## config.mk

```make
export PLATFORM = sky130hd
export DESIGN_NAME = manchester_frame_tx
export DESIGN_NICKNAME = d
export VERILOG_FILES = /design/src/rtl/amiga_trigger_pkg.sv /design/src/rtl/lts_sync_fifo.sv /design/src/rtl/manchester_frame_tx.sv
export SDC_FILE = /design/constraint.sdc
export NUM_CORES = 1
export LEC_CHECK = 0
export CORE_ASPECT_RATIO = 0.75
export CORE_MARGIN = 3
export CORE_UTILIZATION = 53
export CTS_CLUSTER_DIAMETER = 150
export DETAILED_ROUTE_END_ITERATION = 10
export PLACE_DENSITY = 0.75
export SYNTH_ARGS = -nofsm -noshare
export SYNTH_HDL_FRONTEND = slang
export SYNTH_SLANG_ARGS = --single-unit
```

## constraint.sdc

```tcl
create_clock -name clock -period 2.4 [get_ports clock]
set_input_delay 0.48 -clock clock [delete_from_list [all_inputs] [get_ports clock]]
set_output_delay 0.48 -clock clock [all_outputs]
set_load 0.005 [all_outputs]
```

## src/rtl/amiga_trigger_pkg.sv

```systemverilog
// Shared constants for the AMIGA trigger line serializer.
//   - idle line/clock levels, Manchester half-bit polarity, default header
//   - framing FSM state encoding and small Manchester helper functions
// No ports: imported by manchester_frame_tx.
package amiga_trigger_pkg;

  // Idle levels of the line and forwarded clock between frames.
  localparam logic LINE_IDLE = 1'b1;
  localparam logic CLK_IDLE  = 1'b1;

  // IEEE 802.3 convention: the first half carries the complement of the bit
  // while the forwarded clock is low, the second half carries the bit itself
  // while the forwarded clock is high.
  localparam logic MAN_FIRST_INV  = 1'b1;
  localparam logic MAN_CLK_FIRST  = 1'b0;
  localparam logic MAN_CLK_SECOND = 1'b1;

  // Default AMIGA frame header.
  localparam int                       AMIGA_HDR_LEN   = 5;
  localparam logic [AMIGA_HDR_LEN-1:0] AMIGA_HDR_VALUE = 5'b11000;

  typedef enum logic [1:0] {
    ST_IDLE = 2'd0,
    ST_SEND = 2'd1,
    ST_GAP  = 2'd2
  } tx_state_t;

  // Line level for one half of a Manchester bit.
  function automatic logic man_line(input logic b, input logic second_half);
    return second_half ? b : (b ^ MAN_FIRST_INV);
  endfunction

  // Forwarded clock level for one half of a Manchester bit.
  function automatic logic man_clk(input logic second_half);
    return second_half ? MAN_CLK_SECOND : MAN_CLK_FIRST;
  endfunction

endpackage

```

## src/rtl/lts_sync_fifo.sv

```systemverilog
// Small synchronous FIFO with first-word-fall-through read data.
//   Latency: a pushed word is visible on o_pop_dat / o_empty the cycle after the push edge.
//   Backpressure: o_full is exported; pushes while full and pops while empty are ignored.
// Ports: clock, aresetn (sync, active-low, flushes contents),
//        i_push/i_push_dat write side, i_pop/o_pop_dat read side,
//        o_full, o_empty, o_level (occupancy, 0..2**AW).
module lts_sync_fifo #(
  parameter int WIDTH = 16,
  parameter int AW    = 2
) (
  input  logic             clock,
  input  logic             aresetn,
  input  logic             i_push,
  input  logic [WIDTH-1:0] i_push_dat,
  input  logic             i_pop,
  output logic [WIDTH-1:0] o_pop_dat,
  output logic             o_full,
  output logic             o_empty,
  output logic [AW:0]      o_level
);

  localparam int                DEPTH     = 2 ** AW;
  localparam logic [AW-1:0]     PTR_ONE   = AW'(1);
  localparam logic [AW:0]       LVL_ONE   = (AW + 1)'(1);
  localparam logic [AW:0]       LVL_DEPTH = (AW + 1)'(DEPTH);

  logic [WIDTH-1:0] r_mem [DEPTH];
  logic [AW-1:0]    r_wr_ptr;
  logic [AW-1:0]    r_rd_ptr;
  logic [AW:0]      r_level;

  logic w_push;
  logic w_pop;

  assign w_push = i_push && !o_full;
  assign w_pop  = i_pop && !o_empty;

  always_ff @(posedge clock) begin
    if (!aresetn) begin
      r_wr_ptr <= '0;
      r_rd_ptr <= '0;
      r_level  <= '0;
    end else begin
      if (w_push) r_wr_ptr <= r_wr_ptr + PTR_ONE;
      if (w_pop)  r_rd_ptr <= r_rd_ptr + PTR_ONE;
      // Simultaneous push and pop leaves the occupancy unchanged.
      case ({w_push, w_pop})
        2'b10:   r_level <= r_level + LVL_ONE;
        2'b01:   r_level <= r_level - LVL_ONE;
        default: r_level <= r_level;
      endcase
    end
  end

  // Storage needs no reset: the flushed pointers make stale entries unreachable.
  always_ff @(posedge clock) begin
    if (w_push) r_mem[r_wr_ptr] <= i_push_dat;
  end

  assign o_pop_dat = r_mem[r_rd_ptr];
  assign o_full    = (r_level == LVL_DEPTH);
  assign o_empty   = (r_level == '0);
  assign o_level   = r_level;

endmodule

```

## src/rtl/manchester_frame_tx.sv

```systemverilog
// AMIGA trigger serializer: buffers words and sends each as a Manchester frame
//   (preamble, header, data MSB first, optional even parity) plus forwarded bit clock.
//   Latency: word accepted at edge t into an idle, empty block -> first half-bit on the line from edge t+2.
//   Backpressure: s_ready drops while the FIFO is full or reset is asserted.
// Ports: clock, aresetn (sync, active-low); s_valid/s_ready/s_data input stream;
//        tx_out line (idle 1), tx_clk forwarded clock (idle 1), busy (frame or gap),
//        frame_done (1-cycle pulse on the last cycle of a frame), fifo_level.
module manchester_frame_tx
  import amiga_trigger_pkg::*;
#(
  parameter int                 NBITS       = 16,
  parameter int                 DENOMINATOR = 12,
  parameter int                 HDR_LEN     = AMIGA_HDR_LEN,
  parameter logic [HDR_LEN-1:0] HDR_VALUE   = AMIGA_HDR_VALUE,
  parameter int                 PRE_LEN     = 0,
  parameter logic               PRE_BIT     = 1'b0,
  parameter int                 PARITY_EN   = 0,
  parameter int                 GAP_BITS    = 1,
  parameter int                 FIFO_AW     = 2
) (
  input  logic               clock,
  input  logic               aresetn,
  input  logic               s_valid,
  output logic               s_ready,
  input  logic [NBITS-1:0]   s_data,
  output logic               tx_out,
  output logic               tx_clk,
  output logic               busy,
  output logic               frame_done,
  output logic [FIFO_AW:0]   fifo_level
);

  localparam int HALF      = DENOMINATOR / 2;
  localparam int PAR_BITS  = (PARITY_EN != 0) ? 1 : 0;
  localparam int FRAME_LEN = PRE_LEN + HDR_LEN + NBITS + PAR_BITS;
  localparam int GAP_CYC   = GAP_BITS * DENOMINATOR;

  localparam int HALF_W = (HALF > 1) ? $clog2(HALF) : 1;
  localparam int BIT_W  = $clog2(FRAME_LEN + 1);
  localparam int GAP_W  = (GAP_CYC > 0) ? $clog2(GAP_CYC + 1) : 1;

  localparam logic [HALF_W-1:0] HALF_LAST = HALF_W'(HALF - 1);
  localparam logic [HALF_W-1:0] HALF_ONE  = HALF_W'(1);
  localparam logic [BIT_W-1:0]  BIT_LAST  = BIT_W'(FRAME_LEN - 1);
  localparam logic [BIT_W-1:0]  BIT_ONE   = BIT_W'(1);
  localparam logic [GAP_W-1:0]  GAP_LAST  = GAP_W'((GAP_CYC > 0) ? (GAP_CYC - 1) : 0);
  localparam logic [GAP_W-1:0]  GAP_ONE   = GAP_W'(1);

  if ((DENOMINATOR < 2) || ((DENOMINATOR % 2) != 0)) begin : g_bad_denominator
    $error("manchester_frame_tx: DENOMINATOR must be even and >= 2");
  end
  if (HDR_LEN < 1) begin : g_bad_hdr_len
    $error("manchester_frame_tx: HDR_LEN must be >= 1");
  end

  // FIFO
  logic               w_push;
  logic               w_pop;
  logic [NBITS-1:0]   w_head;
  logic               w_full;
  logic               w_empty;
  logic [FIFO_AW:0]   w_level;

  assign s_ready = aresetn && !w_full;
  assign w_push  = s_valid && s_ready;

  lts_sync_fifo #(
    .WIDTH (NBITS),
    .AW    (FIFO_AW)
  ) u_fifo (
    .clock      (clock),
    .aresetn    (aresetn),
    .i_push     (w_push),
    .i_push_dat (s_data),
    .i_pop      (w_pop),
    .o_pop_dat  (w_head),
    .o_full     (w_full),
    .o_empty    (w_empty),
    .o_level    (w_level)
  );

  assign fifo_level = w_level;

  // Frame image built from the FIFO head: shifted in MSB first, so the bit on
  // the line is always the top bit of the shift register.
  logic [FRAME_LEN-1:0] w_frame_load;
  logic [HDR_LEN-1:0]   w_hdr_tmp;
  logic [NBITS-1:0]     w_dat_tmp;

  always_comb begin
    w_frame_load = '0;
    w_hdr_tmp    = HDR_VALUE;
    w_dat_tmp    = w_head;
    for (int i = 0; i < PRE_LEN; i++) begin
      w_frame_load = {w_frame_load[FRAME_LEN-2:0], PRE_BIT};
    end
    for (int i = 0; i < HDR_LEN; i++) begin
      w_frame_load = {w_frame_load[FRAME_LEN-2:0], w_hdr_tmp[HDR_LEN-1]};
      w_hdr_tmp    = w_hdr_tmp << 1;
    end
    for (int i = 0; i < NBITS; i++) begin
      w_frame_load = {w_frame_load[FRAME_LEN-2:0], w_dat_tmp[NBITS-1]};
      w_dat_tmp    = w_dat_tmp << 1;
    end
    if (PARITY_EN != 0) begin
      // Even parity: the data plus this bit hold an even number of ones.
      w_frame_load = {w_frame_load[FRAME_LEN-2:0], ^w_head};
    end
  end

  // Framing FSM state and registered outputs
  tx_state_t            r_state;
  logic [HALF_W-1:0]    r_half_cnt;
  logic                 r_phase;      // 0: first half, 1: second half
  logic [BIT_W-1:0]     r_bit_cnt;
  logic [GAP_W-1:0]     r_gap_cnt;
  logic [FRAME_LEN-1:0] r_shift;
  logic                 r_tx_out;
  logic                 r_tx_clk;
  logic                 r_busy;
  logic                 r_frame_done;

  tx_state_t            w_state_nxt;
  logic [HALF_W-1:0]    w_half_nxt;
  logic                 w_phase_nxt;
  logic [BIT_W-1:0]     w_bit_nxt;
  logic [GAP_W-1:0]     w_gap_nxt;
  logic [FRAME_LEN-1:0] w_shift_nxt;
  logic                 w_tx_out_nxt;
  logic                 w_tx_clk_nxt;
  logic                 w_busy_nxt;
  logic                 w_done_nxt;

  // Outputs are registered from the current state, so the line lags the
  // state by one cycle: the pop edge is followed one edge later by the first
  // half-bit, and the final half-bit cycle carries the frame_done pulse.
  always_comb begin
    w_state_nxt  = r_state;
    w_half_nxt   = r_half_cnt;
    w_phase_nxt  = r_phase;
    w_bit_nxt    = r_bit_cnt;
    w_gap_nxt    = r_gap_cnt;
    w_shift_nxt  = r_shift;
    w_pop        = 1'b0;
    w_tx_out_nxt = LINE_IDLE;
    w_tx_clk_nxt = CLK_IDLE;
    w_busy_nxt   = 1'b0;
    w_done_nxt   = 1'b0;

    case (r_state)
      ST_IDLE: begin
        if (!w_empty) begin
          w_pop       = 1'b1;
          w_shift_nxt = w_frame_load;
          w_half_nxt  = '0;
          w_phase_nxt = 1'b0;
          w_bit_nxt   = '0;
          w_gap_nxt   = '0;
          w_state_nxt = ST_SEND;
        end
      end

      ST_SEND: begin
        w_busy_nxt   = 1'b1;
        w_tx_out_nxt = man_line(r_shift[FRAME_LEN-1], r_phase);
        w_tx_clk_nxt = man_clk(r_phase);
        if (r_half_cnt == HALF_LAST) begin
          w_half_nxt  = '0;
          w_phase_nxt = ~r_phase;
          if (r_phase) begin
            if (r_bit_cnt == BIT_LAST) begin
              w_done_nxt  = 1'b1;
              w_gap_nxt   = '0;
              w_state_nxt = (GAP_CYC > 0) ? ST_GAP : ST_IDLE;
            end else begin
              w_bit_nxt   = r_bit_cnt + BIT_ONE;
              w_shift_nxt = r_shift << 1;
            end
          end
        end else begin
          w_half_nxt = r_half_cnt + HALF_ONE;
        end
      end

      ST_GAP: begin
        w_busy_nxt = 1'b1;
        if (r_gap_cnt == GAP_LAST) begin
          w_state_nxt = ST_IDLE;
        end else begin
          w_gap_nxt = r_gap_cnt + GAP_ONE;
        end
      end

      default: begin
        w_state_nxt = ST_IDLE;
      end
    endcase
  end

  always_ff @(posedge clock) begin
    if (!aresetn) begin
      r_state      <= ST_IDLE;
      r_half_cnt   <= '0;
      r_phase      <= 1'b0;
      r_bit_cnt    <= '0;
      r_gap_cnt    <= '0;
      r_shift      <= '0;
      r_tx_out     <= LINE_IDLE;
      r_tx_clk     <= CLK_IDLE;
      r_busy       <= 1'b0;
      r_frame_done <= 1'b0;
    end else begin
      r_state      <= w_state_nxt;
      r_half_cnt   <= w_half_nxt;
      r_phase      <= w_phase_nxt;
      r_bit_cnt    <= w_bit_nxt;
      r_gap_cnt    <= w_gap_nxt;
      r_shift      <= w_shift_nxt;
      r_tx_out     <= w_tx_out_nxt;
      r_tx_clk     <= w_tx_clk_nxt;
      r_busy       <= w_busy_nxt;
      r_frame_done <= w_done_nxt;
    end
  end

  assign tx_out     = r_tx_out;
  assign tx_clk     = r_tx_clk;
  assign busy       = r_busy;
  assign frame_done = r_frame_done;

endmodule

```

==> flow_summary.yaml, run 1 <==
outcome:
  result_of_the_run: "completed"
finish:
  fill_cells: 618
  layout_common_cells: "64 x sky130_fd_sc_hd__edfxtp_1, 49 x sky130_fd_sc_hd__dfxtp_1, 30 x sky130_fd_sc_hd__mux2i_1"
  area_of_combinational_cells_with_multiple_inputs_um2: 1730
  number_of_antenna_diodes: 0
  layout-drive-gt1-share_pct: 15.7
  ff_latch_area_um2: 2900
  areaGrowthSynthToFinish_pct: 24.0
  layout.cells.most_common: "sky130_fd_sc_hd__edfxtp_1"
  stdcell_count: 560
  nets: 472
detailed_routing:
  drt_first_iter_violations: 268
  detail_route.wirelength_um: 9730
  drt_first_pass_iters: 7
  num_vias: 3308
  wl_cell_um: 17.4
  route.detailed.vias_per_inst: 5.91
  drtAntennaViolNets: 0
  route.detailed.drc: 0
cts:
  hold_bufs_inserted_after_cts: 0
  cts_root_buffer: "sky130_fd_sc_hd__clkbuf_16"
  worst_skew_pair.late_latency_ns: 0.41
  clock_tree.htree_level_count: 4
  number_of_buffers_between_clock_root_and_the_deepest_sink: 2
  worst_setup_hold_path_clk_slew_ns: 0.05
  cts.sink_count: 113
  cts_buffers: 17
  tritoncts: "built"
critical_path:
  worst_reg_to_reg_cells: 6
  crit_required_ns: 2.65
  worst_setup_path_startpoint: "r_state[0]$_SDFFE_PN0P_"
  crit_cells: 6
  crit_chain: "inv_1 -> ha_1 -> or4b_1 -> o21ai_1 -> a21oi_2 -> o211ai_1"
  r2r_setup_slack_ns: 0.18
  worst_path_largest_cell_delay_ns: 0.70
  timing_worst_setup_path_type: "flip-flop to flip-flop"
  r2r-end: "r_bit_cnt[4]$_SDFFE_PN0P_"
  timing.critical_path.buf_inv: 1
  crit_family: "compound AO/OA/AOI/OAI gates"
  cp_slowest_cell: "sky130_fd_sc_hd__a21oi_2"
  worst_setup_path_endpoint: "r_bit_cnt[4]$_SDFFE_PN0P_"
  crit-reg2reg-launch: "r_state[0]$_SDFFE_PN0P_"
  cp_data_arrival_time_ns: 2.47
  worstSetupStartpointType: "flip-flop"
  critPathMaxFanout: 19
  critical_path.endpoint_type: "flip-flop"
min_path:
  holdCritPathClass: "flip-flop to flip-flop"
global_routing:
  groute.usage.overall_pct: 20.9
  grt_pass1_wl_um: 15900
  grt_antenna_before_repair: 0
  overflow: 0
  first_global_vias: 3242
  maximum_number_of_pins_on_one_net_before_global_route_repair: 30
synthesis:
  synth_ff_type: "sky130_fd_sc_hd__edfxtp_1"
  synth.yosys.warnings: 0
  synth_nets: 425
  synth_seq_area_share_pct: 60.5
  syn-instance-count: 392
  synth_area_per_cell_um2: 12.2
  post_synth_arst_share_pct: 0
  synth_enable_flop_cells: 64
  synthesis.area_um2: 4800
  yosys_register_bits: 113
  synth.distinct_cells: 48
floorplanning:
  top_level_ports: 27
  core-area_um2: 8640
  die-height_um: 88.4
  die_width_um: 116
  die_area_um2: 10200
  initial_core_util_pct: 55.6
  fp-row-count: 29
pwr:
  p_leak_nw: 2.09
  power_density_nw_per_um2: 1200
  vdd_drop_max_mv: 0.669
  power_mw: 7.16
timing:
  slew_headroom_pct: 38.0
  timing.final.crit_share_pct: 92.6
  totalNegativeSetupSlack_ns: 0
  clock_skew_ns: 0.00446
  max_freq_mhz: 450
  period_needed_ns: 2.22
  final_hold_viol_count: 0
  timing.final.ws_setup_ns: 0.177
  slew_violations: 0
  grt_setup_unrepaired: "no"
  finalSetupViolations: 0
  worst_slew_pin_slew_ns: 0.930
place:
  place.detailed.instances: 527
  place.port_buffers: 26
  dp.final_hpwl_um: 6100
  place_congestion: 0.835
  preCtsSetupSlack_ns: -0.206
flow_run:
  timing.max_cap.violations: 0
cells in the mapped netlist (2+ instances only):
master	number	area share, %
sky130_fd_sc_hd__a22oi_1	15	2.3
sky130_fd_sc_hd__o21ai_0	18	1.9
sky130_fd_sc_hd__mux2i_1	30	6.3
sky130_fd_sc_hd__a31oi_1	8	1.0
sky130_fd_sc_hd__dfxtp_1	49	20
sky130_fd_sc_hd__a32o_1	2	0.42
sky130_fd_sc_hd__a21oi_1	21	2.2
sky130_fd_sc_hd__clkbuf_1	13	1.0
sky130_fd_sc_hd__a41o_1	2	0.42
sky130_fd_sc_hd__nor3_1	8	0.83
sky130_fd_sc_hd__o31ai_2	9	2.3
sky130_fd_sc_hd__o31ai_1	7	1.1
sky130_fd_sc_hd__a311oi_1	2	0.36
sky130_fd_sc_hd__and3_1	3	0.39
sky130_fd_sc_hd__and2_1	6	0.78
sky130_fd_sc_hd__a211oi_1	3	0.47
sky130_fd_sc_hd__nand4b_1	2	0.36
sky130_fd_sc_hd__nand3_1	11	1.1
sky130_fd_sc_hd__nand2_1	21	1.6
sky130_fd_sc_hd__xor2_1	4	0.73
sky130_fd_sc_hd__xnor2_1	2	0.36
sky130_fd_sc_hd__nand4_1	4	0.52
sky130_fd_sc_hd__ha_1	13	3.4
sky130_fd_sc_hd__nand3b_1	3	0.47
sky130_fd_sc_hd__o211ai_1	3	0.47
sky130_fd_sc_hd__buf_2	8	0.83
sky130_fd_sc_hd__o21ai_1	2	0.21
sky130_fd_sc_hd__mux2_2	2	0.47
sky130_fd_sc_hd__or3_1	2	0.26
sky130_fd_sc_hd__buf_6	2	0.47
sky130_fd_sc_hd__nor2_1	17	1.3
sky130_fd_sc_hd__inv_1	18	1.4
sky130_fd_sc_hd__nor4_1	2	0.26
sky130_fd_sc_hd__edfxtp_1	64	40
sky130_fd_sc_hd__nand2b_1	3	0.39
worst register-to-register path: stages (launching register included):
cell                       delay [ns]
sky130_fd_sc_hd__dfxtp_1         0.38
sky130_fd_sc_hd__inv_1           0.10
sky130_fd_sc_hd__ha_1            0.26
sky130_fd_sc_hd__or4b_1          0.28
sky130_fd_sc_hd__o21ai_1         0.12
sky130_fd_sc_hd__a21oi_2         0.70
sky130_fd_sc_hd__o211ai_1        0.21
worst min-delay path by stage:
stage / slack [ns] / cells after the start / end / start
3_5_place_dp: 0.47 / 2 / r_shift[18]$_SDFFE_PN0P_ / r_shift[18]$_SDFFE_PN0P_
2_1_floorplan: 0.45 / 2 / r_shift[18]$_SDFFE_PN0P_ / r_shift[18]$_SDFFE_PN0P_
4_1_cts: 0.48 / 2 / r_shift[20]$_SDFFE_PN0P_ / r_shift[19]$_SDFFE_PN0P_
3_3_place_gp: 0.46 / 2 / r_shift[20]$_SDFFE_PN0P_ / r_shift[19]$_SDFFE_PN0P_
5_1_grt: 0.51 / 2 / r_shift[18]$_SDFFE_PN0P_ / r_shift[18]$_SDFFE_PN0P_
6_report: 0.48 / 2 / r_shift[18]$_SDFFE_PN0P_ / r_shift[18]$_SDFFE_PN0P_
power by group:
part	internal [mW]	total (mW)	switching (mW)
sequential	2.29	2.45	0.156
combinational	0.861	2.06	1.20
clock	1.82	2.65	0.835
total	4.97	7.16	2.19
stage by stage:
step / util (%) / area, um2 / hold WS, ns
final: 68.9 / 5950 / 0.476
after global routing: 68.9 / 5950 / 0.510
after CTS: 68.8 / 5940 / 0.478
after detailed placement: 61.6 / 5320 / 0.471
after global placement: 61.6 / 5320 / 0.457
after floorplan: - / 4800 / 0.450
sequential cells by signal, summed over array words and instances (netlist names), named ones only:
name	cells
frame_done	1
u_fifo.r_wr_ptr	2
u_fifo.r_mem	64
r_state	2
busy	1
tx_out	1
u_fifo.r_rd_ptr	2
r_shift	21
r_bit_cnt	5
r_gap_cnt	4
tx_clk	1
r_phase	1
r_half_cnt	3
u_fifo.o_level	3
repair_timing:
item	in CTS	in global routing
setup buffers	0	1
setup endpoints to repair	1	1
resized for setup	1	0
logic make-up after synthesis:
logic type	after synthesis	synth area share (%)
DFF	113	60.5
AOI/OAI and AO/OA	98	14.3
and+or+nand+nor	87	9.38
buffers and inverters	41	3.73
muxes	33	7.19
adders and majority gates	14	3.81
xor gates and xnor gates	6	1.09
area by class of cell:
type	count	share of cell area [%]
Multi-Input combinational cell	238	29.0
Timing Repair Buffer	51	8.35
Tap cell	108	2.27
Clock inverter	14	3.26
Sequential cell	113	48.8
Clock buffer	18	7.21
Inverter	18	1.14
metal layers:
layer | share of wire (%) | vias up | global-route usage, % | routed length (um)
met5 | 0 | - | 0 | 0
met4 | 1.9 | 0 | 9.69 | 183
met3 | 4.5 | 19 | 7.25 | 437
met2 | 46 | 89 | 31.6 | 4510
met1 | 47 | 1626 | 27.2 | 4600
li1 | - | 1574 | - | -
Note: power is estimated with default switching activity, not from simulation.
==> run 2, diff against run 1 <==
Settings changed: RECOVER_POWER set to 25.
==> run 2 against run 1 <==
Effect of this change: highest routed layer unchanged; first-iteration DRC count stayed put; largest cell class unchanged; largest power group unchanged; maximum frequency is 0.25% higher; final cell count stayed put; setup slack better by 0.0055 ns; flip-flop and latch count stayed put; global-route usage stayed put; routed wire length is 0.60% lower; clock power hardly changed; combinational power hardly changed; sequential power hardly changed; register-to-register slack hardly changed; sequential share of layout area stayed put.
==> flow_summary.yaml, run 2 (synthesized netlist as in run 1, its figures left out) <==
outcome:
  result_of_the_run: "completed"
timing:
  timing.final.crit_share_pct: 92.4
  finalSetupViolations: 0
  final_hold_viol_count: 0
  clock_skew_ns: 0.00512
  period_needed_ns: 2.22
  slew_violations: 0
  slew_headroom_pct: 39.2
  max_freq_mhz: 451
  timing.final.ws_setup_ns: 0.182
  worst_slew_pin_slew_ns: 0.912
  grt_setup_unrepaired: "no"
detailed_routing:
  detail_route.wirelength_um: 9670
  route.detailed.drc: 0
  drtAntennaViolNets: 0
  num_vias: 3308
  drt_first_iter_violations: 268
  wl_cell_um: 17.3
  route.detailed.vias_per_inst: 5.91
  drt_first_pass_iters: 5
cts:
  cts_root_buffer: "sky130_fd_sc_hd__clkbuf_16"
  tritoncts: "built"
  clock_tree.htree_level_count: 4
  hold_bufs_inserted_after_cts: 0
  cts_buffers: 17
  number_of_buffers_between_clock_root_and_the_deepest_sink: 2
  worst_skew_pair.late_latency_ns: 0.40
  cts.sink_count: 113
  worst_setup_hold_path_clk_slew_ns: 0.05
critical_path:
  crit-reg2reg-launch: "r_state[0]$_SDFFE_PN0P_"
  r2r-end: "u_fifo.o_level[2]$_SDFFE_PN0P_"
  worstSetupStartpointType: "flip-flop"
  worst_setup_path_endpoint: "u_fifo.o_level[2]$_SDFFE_PN0P_"
  crit_required_ns: 2.74
  r2r_setup_slack_ns: 0.18
  worst_reg_to_reg_cells: 9
  critPathMaxFanout: 4
  cp_data_arrival_time_ns: 2.55
  timing_worst_setup_path_type: "flip-flop to flip-flop"
  worst_setup_path_startpoint: "r_state[0]$_SDFFE_PN0P_"
  critical_path.endpoint_type: "flip-flop"
place:
  preCtsSetupSlack_ns: -0.206
  place_congestion: 0.835
  place.port_buffers: 26
  dp.final_hpwl_um: 6100
  place.detailed.instances: 527
finish:
  stdcell_count: 560
  largest_reg_flops: 64
  nets: 472
  registers.top_by_ff_count: "u_fifo.r_mem"
  layout_common_cells: "64 x sky130_fd_sc_hd__edfxtp_1, 49 x sky130_fd_sc_hd__dfxtp_1, 30 x sky130_fd_sc_hd__mux2i_1"
  final_core_util_pct: 68.9
  fill_cells: 618
  number_of_antenna_diodes: 0
  layout-drive-gt1-share_pct: 15.7
  layout.cells.most_common: "sky130_fd_sc_hd__edfxtp_1"
  largest_registers: "u_fifo.r_mem x64, r_shift x21, r_bit_cnt x5"
  areaGrowthSynthToFinish_pct: 24.0
floorplanning:
  fp-row-count: 29
  die_area_um2: 10200
  initial_core_util_pct: 55.6
  die-height_um: 88.4
  core-area_um2: 8640
  top_level_ports: 27
  die_width_um: 116
min_path:
  holdCritPathClass: "flip-flop to flip-flop"
  holdCritStartpoint: "r_shift[18]$_SDFFE_PN0P_"
pwr:
  vdd_drop_max_mv: 0.668
  p_leak_nw: 2.10
  power_mw: 7.14
  power_density_nw_per_um2: 1200
global_routing:
  groute.usage.overall_pct: 20.9
  grt_antenna_before_repair: 0
  overflow: 0
  maximum_number_of_pins_on_one_net_before_global_route_repair: 30
  first_global_vias: 3242
  grt_pass1_wl_um: 15900
flow_run:
  timing.max_cap.violations: 0
-- run 2: cell types whose count changed in the layout (fill, tap and decap cells not counted), sizes merged --
cell,before,now
clkdlybuf4s50,25,13
dlygate4sd3,0,12
-- run 2: per-layer routing --
metal	global-route usage (%)	up-vias	wire, um
met5	0	-	0
met4	9.69	0	235
met3	7.25	29	469
met2	31.6	91	4460
met1	27.2	1613	4510
li1	-	1575	-
-- run 2: critical path, cell delays in order, from the launching register on --
cell                      delay, ns
sky130_fd_sc_hd__dfxtp_1       0.34
sky130_fd_sc_hd__inv_1         0.11
sky130_fd_sc_hd__ha_1          0.25
sky130_fd_sc_hd__o31a_1        0.21
sky130_fd_sc_hd__ha_1          0.18
sky130_fd_sc_hd__inv_1         0.06
sky130_fd_sc_hd__fa_1          0.38
sky130_fd_sc_hd__xor2_1        0.18
sky130_fd_sc_hd__or3_1         0.30
sky130_fd_sc_hd__a21oi_1       0.14
-- run 2: layout make-up --
type | count | area [um2] | share of cell area [%]
well taps | 108 | 135 | 2.27
clock inverters | 14 | 194 | 3.26
repair buffers | 51 | 497 | 8.35
clock buffers | 18 | 429 | 7.21
flip-flops and latches | 113 | 2900 | 48.8
inverters | 18 | 67.6 | 1.14
multi-input cells | 238 | 1730 | 29.0
-- run 2: worst min-delay path by stage --
| stage | end | slack [ns] | cells past startpoint |
|---|---|---|---|
| 2_1_floorplan | r_shift[18]$_SDFFE_PN0P_ | 0.45 | 2 |
| 3_3_place_gp | r_shift[20]$_SDFFE_PN0P_ | 0.46 | 2 |
| 3_5_place_dp | r_shift[18]$_SDFFE_PN0P_ | 0.47 | 2 |
| 4_1_cts | r_shift[20]$_SDFFE_PN0P_ | 0.48 | 2 |
| 5_1_grt | r_shift[18]$_SDFFE_PN0P_ | 0.51 | 2 |
| 6_report | r_shift[18]$_SDFFE_PN0P_ | 0.48 | 2 |
-- run 2: per-stage QoR --
step | area [um2] | hold WS [ns] | setup TNS [ns]
global route | 5950 | 0.510 | 0
finish | 5950 | 0.476 | 0
detailed placement | 5320 | 0.471 | -0.365
global placement | 5320 | 0.457 | -0.230
floorplan | 4800 | 0.450 | 0
CTS | 5940 | 0.478 | 0
-- run 2: where the power goes --
group	switching (mW)	internal (mW)
Clock	0.830	1.82
Combinational	1.19	0.856
Sequential	0.156	2.29
Total	2.18	4.97
-- run 2: timing repair --
action | in CTS | in global routing
endpoints found under the setup margin | 1 | 1
buffers inserted | 0 | 1
gates resized for setup | 1 | 0
hold endpoints to repair | 0 | 0
==> run 3, diff against run 2 <==
Settings changed: TNS_END_PERCENT set to 5.
==> results of run 3 <==
Final layout, timing and power as in run 2 (identical DEF).
